===== config.mk =====
export PLATFORM = sky130hd
export DESIGN_NAME = vend_order_ctrl_flat
export DESIGN_NICKNAME = d
export VERILOG_FILES = /design/src/rtl/vend_pkg.sv /design/src/rtl/vend_order_ctrl_if.sv /design/src/rtl/vend_order_ctrl.sv /design/src/flat_wrapper.sv
export SDC_FILE = /design/constraint.sdc
export NUM_CORES = 1
export LEC_CHECK = 0
export CAP_MARGIN = 20
export CORE_MARGIN = 4
export CORE_UTILIZATION = 40
export CTS_CLUSTER_SIZE = 12
export DETAILED_ROUTE_END_ITERATION = 7
export GPL_ROUTABILITY_DRIVEN = 1
export HOLD_SLACK_MARGIN = 0.03
export PLACE_DENSITY = 0.74
export SYNTH_ARGS = -nofsm -noshare
export SYNTH_HDL_FRONTEND = slang
export SYNTH_SLANG_ARGS = --single-unit

===== constraint.sdc =====
create_clock -name clk -period 1.8 [get_ports clk]
set_clock_uncertainty 0.15 [all_clocks]
set_input_delay 0.27 -clock clk [delete_from_list [all_inputs] [get_ports clk]]
set_output_delay 0.27 -clock clk [all_outputs]
set_load 0.03 [all_outputs]

===== src/rtl/vend_pkg.sv =====
// Shared definitions for the vending order front-end: state codes, coin values,
// product encoding.
package vend_pkg;

    localparam int unsigned STATE_W = 3;

    localparam logic [STATE_W-1:0] ST_IDLE = 3'd0;
    localparam logic [STATE_W-1:0] ST_HOLD = 3'd1;
    localparam logic [STATE_W-1:0] ST_ARM  = 3'd2;
    localparam logic [STATE_W-1:0] ST_PAY1 = 3'd3;
    localparam logic [STATE_W-1:0] ST_PAY2 = 3'd4;
    localparam logic [STATE_W-1:0] ST_WAIT = 3'd5;

    localparam int unsigned COIN_W = 2;
    localparam logic [COIN_W-1:0] COIN_NONE = 2'd0;
    localparam logic [COIN_W-1:0] COIN_1    = 2'd1;
    localparam logic [COIN_W-1:0] COIN_2    = 2'd2;

    localparam logic ITEM_TEA    = 1'b1;
    localparam logic ITEM_COFFEE = 1'b0;

    function automatic logic coin_ok(input logic [COIN_W-1:0] val);
        return (val == COIN_1) || (val == COIN_2);
    endfunction

endpackage


===== src/rtl/vend_order_ctrl_if.sv =====
// Customer and vending-core signals of the order front-end, bundled with
// modports for the controller (slave) and whatever drives it (master).
interface vend_order_ctrl_if #(
    parameter int unsigned CNT_W = 8
);
    logic             coin_in;
    logic [1:0]       coin_val;
    logic             sel_valid;
    logic             sel_coffee;
    logic             cancel;
    logic [1:0]       tea_available;
    logic [1:0]       coffee_available;
    logic             deliver_tea;
    logic             deliver_coffee;
    logic             change;

    logic             coin1;
    logic             coin2;
    logic             item;
    logic             busy;
    logic [1:0]       credit;
    logic             coin_reject;
    logic             sold_out;
    logic             refund;
    logic             vend_done;
    logic             vend_fault;
    logic             change_err;
    logic [1:0]       refund_val;
    logic [CNT_W-1:0] vend_count;

    modport slave (
        input  coin_in, coin_val, sel_valid, sel_coffee, cancel,
               tea_available, coffee_available, deliver_tea, deliver_coffee, change,
        output coin1, coin2, item, busy, credit, coin_reject, sold_out, refund,
               vend_done, vend_fault, change_err, refund_val, vend_count
    );

    modport master (
        output coin_in, coin_val, sel_valid, sel_coffee, cancel,
               tea_available, coffee_available, deliver_tea, deliver_coffee, change,
        input  coin1, coin2, item, busy, credit, coin_reject, sold_out, refund,
               vend_done, vend_fault, change_err, refund_val, vend_count
    );

endinterface


===== src/rtl/vend_order_ctrl.sv =====
// Order front-end: holds one coin, takes a selection, sequences coin1/coin2/item
// into the vending core and reports completion, refunds and protocol faults.
module vend_order_ctrl
    import vend_pkg::*;
#(
    parameter int unsigned TIMEOUT = 8,
    parameter int unsigned CNT_W   = 8
) (
    input  logic               clk,
    input  logic               rst,
    vend_order_ctrl_if.slave   bus
);

    localparam int unsigned TMO_W = $clog2(TIMEOUT);

    logic [STATE_W-1:0] state_q, state_n;
    logic [COIN_W-1:0]  credit_q, credit_n;
    logic               item_q, item_n;
    logic [TMO_W-1:0]   tmo_q, tmo_n;
    logic [CNT_W-1:0]   count_q, count_n;
    logic               coin1_q, coin1_n;
    logic               coin2_q, coin2_n;
    logic               busy_q, busy_n;
    logic               coin_reject_q, coin_reject_n;
    logic               sold_out_q, sold_out_n;
    logic               refund_q, refund_n;
    logic [COIN_W-1:0]  refund_val_q, refund_val_n;
    logic               vend_done_q, vend_done_n;
    logic               vend_fault_q, vend_fault_n;
    logic               change_err_q, change_err_n;

    logic [1:0] sel_stock;
    logic       dlv_any;
    logic       dlv_match;

    // State register and registered outputs
    always_ff @(posedge clk) begin
        if (!rst) begin
            state_q       <= ST_IDLE;
            credit_q      <= COIN_NONE;
            item_q        <= ITEM_TEA;
            tmo_q         <= '0;
            count_q       <= '0;
            coin1_q       <= 1'b0;
            coin2_q       <= 1'b0;
            busy_q        <= 1'b0;
            coin_reject_q <= 1'b0;
            sold_out_q    <= 1'b0;
            refund_q      <= 1'b0;
            refund_val_q  <= COIN_NONE;
            vend_done_q   <= 1'b0;
            vend_fault_q  <= 1'b0;
            change_err_q  <= 1'b0;
        end else begin
            state_q       <= state_n;
            credit_q      <= credit_n;
            item_q        <= item_n;
            tmo_q         <= tmo_n;
            count_q       <= count_n;
            coin1_q       <= coin1_n;
            coin2_q       <= coin2_n;
            busy_q        <= busy_n;
            coin_reject_q <= coin_reject_n;
            sold_out_q    <= sold_out_n;
            refund_q      <= refund_n;
            refund_val_q  <= refund_val_n;
            vend_done_q   <= vend_done_n;
            vend_fault_q  <= vend_fault_n;
            change_err_q  <= change_err_n;
        end
    end

    // Next state and next output values
    always_comb begin
        state_n       = state_q;
        credit_n      = credit_q;
        item_n        = item_q;
        tmo_n         = tmo_q;
        count_n       = count_q;
        coin_reject_n = 1'b0;
        sold_out_n    = 1'b0;
        refund_n      = 1'b0;
        refund_val_n  = COIN_NONE;
        vend_done_n   = 1'b0;
        vend_fault_n  = 1'b0;
        change_err_n  = 1'b0;

        sel_stock = bus.sel_coffee ? bus.coffee_available : bus.tea_available;
        dlv_any   = bus.deliver_tea | bus.deliver_coffee;
        dlv_match = (item_q == ITEM_TEA) ? (bus.deliver_tea & ~bus.deliver_coffee)
                                         : (bus.deliver_coffee & ~bus.deliver_tea);

        case (state_q)
            ST_IDLE: begin
                if (bus.coin_in) begin
                    if (coin_ok(bus.coin_val)) begin
                        credit_n = bus.coin_val;
                        state_n  = ST_HOLD;
                    end else begin
                        coin_reject_n = 1'b1;
                    end
                end
            end
            ST_HOLD: begin
                if (bus.cancel) begin
                    refund_n     = 1'b1;
                    refund_val_n = credit_q;
                    credit_n     = COIN_NONE;
                    state_n      = ST_IDLE;
                end else if (bus.sel_valid) begin
                    if (sel_stock == 2'd0) begin
                        sold_out_n = 1'b1;
                    end else begin
                        item_n  = bus.sel_coffee ? ITEM_COFFEE : ITEM_TEA;
                        state_n = ST_ARM;
                    end
                end else if (bus.coin_in) begin
                    coin_reject_n = 1'b1;
                end
            end
            ST_ARM: begin
                tmo_n   = '0;
                state_n = ST_PAY1;
            end
            ST_PAY1: begin
                tmo_n   = tmo_q + TMO_W'(1);
                state_n = ST_PAY2;
            end
            ST_PAY2, ST_WAIT: begin
                tmo_n   = tmo_q + TMO_W'(1);
                state_n = ST_WAIT;
                if (dlv_match) begin
                    vend_done_n  = 1'b1;
                    count_n      = count_q + CNT_W'(1);
                    change_err_n = ((credit_q == COIN_2) && !bus.change) ||
                                   ((credit_q == COIN_1) &&  bus.change);
                    credit_n     = COIN_NONE;
                    state_n      = ST_IDLE;
                end else if (dlv_any || (tmo_q == TMO_W'(TIMEOUT - 1))) begin
                    vend_fault_n = 1'b1;
                    refund_n     = 1'b1;
                    refund_val_n = credit_q;
                    credit_n     = COIN_NONE;
                    state_n      = ST_IDLE;
                end
            end
            default: begin
                credit_n = COIN_NONE;
                state_n  = ST_IDLE;
            end
        endcase

        // Coins are not accepted once the order is committed to the core
        if ((state_q != ST_IDLE) && (state_q != ST_HOLD) && bus.coin_in) begin
            coin_reject_n = 1'b1;
        end

        // Coin line follows the held value for exactly the two PAY cycles
        coin1_n = ((state_n == ST_PAY1) || (state_n == ST_PAY2)) && (credit_n == COIN_1);
        coin2_n = ((state_n == ST_PAY1) || (state_n == ST_PAY2)) && (credit_n == COIN_2);
        busy_n  = (state_n != ST_IDLE);
    end

    assign bus.coin1       = coin1_q;
    assign bus.coin2       = coin2_q;
    assign bus.item        = item_q;
    assign bus.busy        = busy_q;
    assign bus.credit      = credit_q;
    assign bus.coin_reject = coin_reject_q;
    assign bus.sold_out    = sold_out_q;
    assign bus.refund      = refund_q;
    assign bus.refund_val  = refund_val_q;
    assign bus.vend_done   = vend_done_q;
    assign bus.vend_fault  = vend_fault_q;
    assign bus.change_err  = change_err_q;
    assign bus.vend_count  = count_q;

endmodule

===== src/flat_wrapper.sv =====
// flat-port wrapper written by rule: the top's interface ports become plain ports
module vend_order_ctrl_flat import vend_pkg::*;
#(
    parameter int unsigned TIMEOUT = 8,
    parameter int unsigned CNT_W   = 8
)
  (clk, rst, bus_coin_in, bus_coin_val, bus_sel_valid, bus_sel_coffee, bus_cancel, bus_tea_available, bus_coffee_available, bus_deliver_tea, bus_deliver_coffee, bus_change, bus_coin1, bus_coin2, bus_item, bus_busy, bus_credit, bus_coin_reject, bus_sold_out, bus_refund, bus_vend_done, bus_vend_fault, bus_change_err, bus_refund_val, bus_vend_count);
  vend_order_ctrl_if #(.CNT_W(CNT_W)) bus_i ();
  input  logic clk;
  input  logic rst;
  input wire logic [$bits(bus_i.coin_in)-1:0] bus_coin_in;
  input wire logic [$bits(bus_i.coin_val)-1:0] bus_coin_val;
  input wire logic [$bits(bus_i.sel_valid)-1:0] bus_sel_valid;
  input wire logic [$bits(bus_i.sel_coffee)-1:0] bus_sel_coffee;
  input wire logic [$bits(bus_i.cancel)-1:0] bus_cancel;
  input wire logic [$bits(bus_i.tea_available)-1:0] bus_tea_available;
  input wire logic [$bits(bus_i.coffee_available)-1:0] bus_coffee_available;
  input wire logic [$bits(bus_i.deliver_tea)-1:0] bus_deliver_tea;
  input wire logic [$bits(bus_i.deliver_coffee)-1:0] bus_deliver_coffee;
  input wire logic [$bits(bus_i.change)-1:0] bus_change;
  output wire logic [$bits(bus_i.coin1)-1:0] bus_coin1;
  output wire logic [$bits(bus_i.coin2)-1:0] bus_coin2;
  output wire logic [$bits(bus_i.item)-1:0] bus_item;
  output wire logic [$bits(bus_i.busy)-1:0] bus_busy;
  output wire logic [$bits(bus_i.credit)-1:0] bus_credit;
  output wire logic [$bits(bus_i.coin_reject)-1:0] bus_coin_reject;
  output wire logic [$bits(bus_i.sold_out)-1:0] bus_sold_out;
  output wire logic [$bits(bus_i.refund)-1:0] bus_refund;
  output wire logic [$bits(bus_i.vend_done)-1:0] bus_vend_done;
  output wire logic [$bits(bus_i.vend_fault)-1:0] bus_vend_fault;
  output wire logic [$bits(bus_i.change_err)-1:0] bus_change_err;
  output wire logic [$bits(bus_i.refund_val)-1:0] bus_refund_val;
  output wire logic [$bits(bus_i.vend_count)-1:0] bus_vend_count;
  assign bus_i.coin_in = bus_coin_in;
  assign bus_i.coin_val = bus_coin_val;
  assign bus_i.sel_valid = bus_sel_valid;
  assign bus_i.sel_coffee = bus_sel_coffee;
  assign bus_i.cancel = bus_cancel;
  assign bus_i.tea_available = bus_tea_available;
  assign bus_i.coffee_available = bus_coffee_available;
  assign bus_i.deliver_tea = bus_deliver_tea;
  assign bus_i.deliver_coffee = bus_deliver_coffee;
  assign bus_i.change = bus_change;
  assign bus_coin1 = bus_i.coin1;
  assign bus_coin2 = bus_i.coin2;
  assign bus_item = bus_i.item;
  assign bus_busy = bus_i.busy;
  assign bus_credit = bus_i.credit;
  assign bus_coin_reject = bus_i.coin_reject;
  assign bus_sold_out = bus_i.sold_out;
  assign bus_refund = bus_i.refund;
  assign bus_vend_done = bus_i.vend_done;
  assign bus_vend_fault = bus_i.vend_fault;
  assign bus_change_err = bus_i.change_err;
  assign bus_refund_val = bus_i.refund_val;
  assign bus_vend_count = bus_i.vend_count;
  vend_order_ctrl #(.TIMEOUT(TIMEOUT), .CNT_W(CNT_W)) u_core (.clk(clk), .rst(rst), .bus(bus_i));
endmodule

==> impl_metrics.env <==
export IMPL_finalCriticalPeriod_ns=1.77
export IMPL_grt_overflow_total=0
export IMPL_layout_drive_gt1_share_pct=12.9
export IMPL_slew_violations=0
export IMPL_seqPwrFrac_pct=51.8
export IMPL_crit_buf_inv=1
export IMPL_die_y_um=66.2
export IMPL_synthTopCellsByArea="dfxtp_1 (41%), mux2i_1 (5.9%), nand2_1 (5.5%), nand2b_1 (5.1%), a21oi_1 (3.3%)"
export IMPL_path_class="register to output pin"
export IMPL_io_pins=37
export IMPL_pwr_share_clk_pct=34.3
export IMPL_critPathLaunchType="register"
export IMPL_power_switching_uw=281
export IMPL_ys_top_cells_by_count="dfxtp_1 (28), nand2_1 (20), nand2b_1 (11)"
export IMPL_synth_top_area_cell="dfxtp_1"
export IMPL_slew_headroom_pct=74.9
export IMPL_n_fill_cell=287
export IMPL_core_area_mm2=0.00315
export IMPL_place_congestion=0.878
export IMPL_vias_per_cell=5.39
export IMPL_fin_cells=246
export IMPL_area_growth_pct=43.1
export IMPL_port_buffers=36
export IMPL_synth_ff_type="dfxtp_1"
export IMPL_final_hold_viol_count=0
export IMPL_cp_top_family="buffers and inverters"
export IMPL_clkTransAtPathRegs_ns=0.16
export IMPL_synthArstFlopShare_pct=0
export IMPL_clock_path_buffers=2
export IMPL_htreeDepth=1
export IMPL_seq_area_um2=561
export IMPL_fin_crit_sh_pct=98.2
export IMPL_routed_wl_mm=3.33
export IMPL_dieArea_mm2=0.00439
export IMPL_synth_top_cell_area_share_pct=41.3
export IMPL_drtIter0Drc=63
export IMPL_post_cts_setup_buffer_count=0
export IMPL_design_area_mm2=0.00194
export IMPL_peakVddDrop_mv=0.356
export IMPL_p_comb_share_pct=13.9
export IMPL_start_util_pct=43.0
export IMPL_grt_pass1_wl_mm=5.24
export IMPL_status="finished clean"
export IMPL_cts_tree="yes"
export IMPL_min_path_type="register to register"
export IMPL_cp_max_fo=1
export IMPL_num_nets_final=221
export IMPL_internal_power_uw=945
export IMPL_final_setup_tns_ns=0
export IMPL_clkLatencyLatePin_ns=0.33
export IMPL_antenna_cells=0
export IMPL_synth_edf_count=0
export IMPL_yosysSeqAreaShare_pct=41.3
export IMPL_grt_pass1_vias=1193
export IMPL_path_cells="clkdlybuf4s50_1"
export IMPL_die_x_um=66.2
export IMPL_antenna_found_initial=0
export IMPL_syn_avg_cell_area_um2=8.98
export IMPL_cts_sinks=28
export IMPL_grt_util_all_layers_pct=15.1
export IMPL_p_per_area_mw_per_mm2=632
export IMPL_synth_cell_types=46
export IMPL_fmax_mhz=566
export IMPL_ys_ff_latch=28
export IMPL_worstPathArrival_ns=1.35
export IMPL_vias=1325
export IMPL_power_leakage_uw=0.000911
export IMPL_synth_nets=169
export IMPL_grt_max_degree=19
export IMPL_swShare_pct=22.9
export IMPL_root_buffer="clkbuf_4"
export IMPL_place_area_mm2=0.00188
export IMPL_setup_viol=0
export IMPL_ant_nets=0
export IMPL_netlist_instances=151
export IMPL_worst_path_largest_cell_delay_ns=0.67
export IMPL_end_kind="output pin"
export IMPL_num_rows=20
export IMPL_synth_area_mm2=0.00136
export IMPL_wl_per_cell_um=13.5
export IMPL_rsz0062_at_grt="no"
export IMPL_crit_required_ns=1.38
export IMPL_utilization_pct=61.5
export IMPL_dp_hpwl_mm=2.59
export IMPL_tightest_slew_ns=0.376
export IMPL_ys_warn_count=0
export IMPL_drv_cap=0
export IMPL_cp_slowest_cell="clkdlybuf4s50_1"
export IMPL_yosysMostFrequentCell="dfxtp_1"
export IMPL_multi_input_area_um2=764
export IMPL_route_detailed_drc=0
export IMPL_cts_buffers=3
export IMPL_dp_cells=242
export IMPL_firstDrtPassIters=4
cells by family after synthesis:
| group | synth area share (%) |
|---|---|
| flops | 41.3 |
| mux | 7.01 |
| fa+ha+maj | 2.77 |
| simple gates | 28.9 |
| xor+xnor | 1.29 |
| buf+inv | 2.86 |
| compound gates | 15.9 |
what timing repair did:
action | in CTS | in global routing
resized for setup | 10 | 9
setup endpoints to repair | 10 | 11
hold buffers | 0 | 0
power by group through the flow:
stage	registers, µW	logic [µW]	clock network, µW
floorplan	662	63.1	0
finish	635	170	420
CTS	635	167	424
global route	636	181	450
detailed placement	649	168	0
global placement	648	164	0
through the flow:
stage	setup WS [ns]	total power [µW]	hold slack, ns
after CTS	0.00379	1230	0.332
after global placement	-0.158	812	0.290
after floorplan	0.132	725	0.251
after detailed placement	-0.181	816	0.318
after global routing	0.000705	1270	0.346
final	0.0331	1230	0.331
path summary, 6_finish.rpt:
kind	from	endpoint	slack [ns]	cells past startpoint
hold reg to reg	u_core.tmo_q[2]	u_core.tmo_q[2]	0.33	2
setup / recovery	u_core.bus.coin_reject	bus_coin_reject	0.03	1
hold / removal	u_core.tmo_q[2]	u_core.tmo_q[2]	0.33	2
setup reg to reg	u_core.state_q[2]	u_core.bus.item	0.10	3
state kept, by name, indices dropped and copies added (netlist names), 2 cells and up:
register and flops:
u_core.tmo_q 3, u_core.bus.refund_val 2, u_core.state_q 3, u_core.bus.vend_count 8
u_core.bus.credit 2
area by class of cell:
| class | instances | area share, % |
|---|---|---|
| Sequential cell | 28 | 28.9 |
| Inverter | 4 | 0.774 |
| Tap cell | 44 | 2.84 |
| Timing Repair Buffer | 53 | 25.4 |
| Clock buffer | 3 | 1.16 |
| Clock inverter | 1 | 1.55 |
| Multi-Input combinational cell | 113 | 39.4 |
per-layer routing:
metal  track usage (%)  vias to the layer above  wire, µm
met5                 0                        -         0
met2              28.4                       41      1700
li1                  -                      647         -
met1              17.6                      633      1420
met4              3.81                        0        23
met3              2.38                        4       189
cells in the final DEF (no fill, tap or decap), types with 3 or more instances in the layout:
cell type / n
a211oi_1: 4
a21oi_1: 9
buf_4: 17
clkbuf_4: 3
clkdlybuf4s50_1: 19
dfxtp_1: 28
dlygate4sd2_1: 10
dlymetal6s2s_1: 7
ha_1: 3
inv_1: 4
mux2i_1: 8
nand2_1: 20
nand2b_1: 11
nand3_1: 3
nand3b_1: 4
nor2_1: 5
nor2b_1: 5
o21ai_0: 3
(Power assumes the default switching activity.)
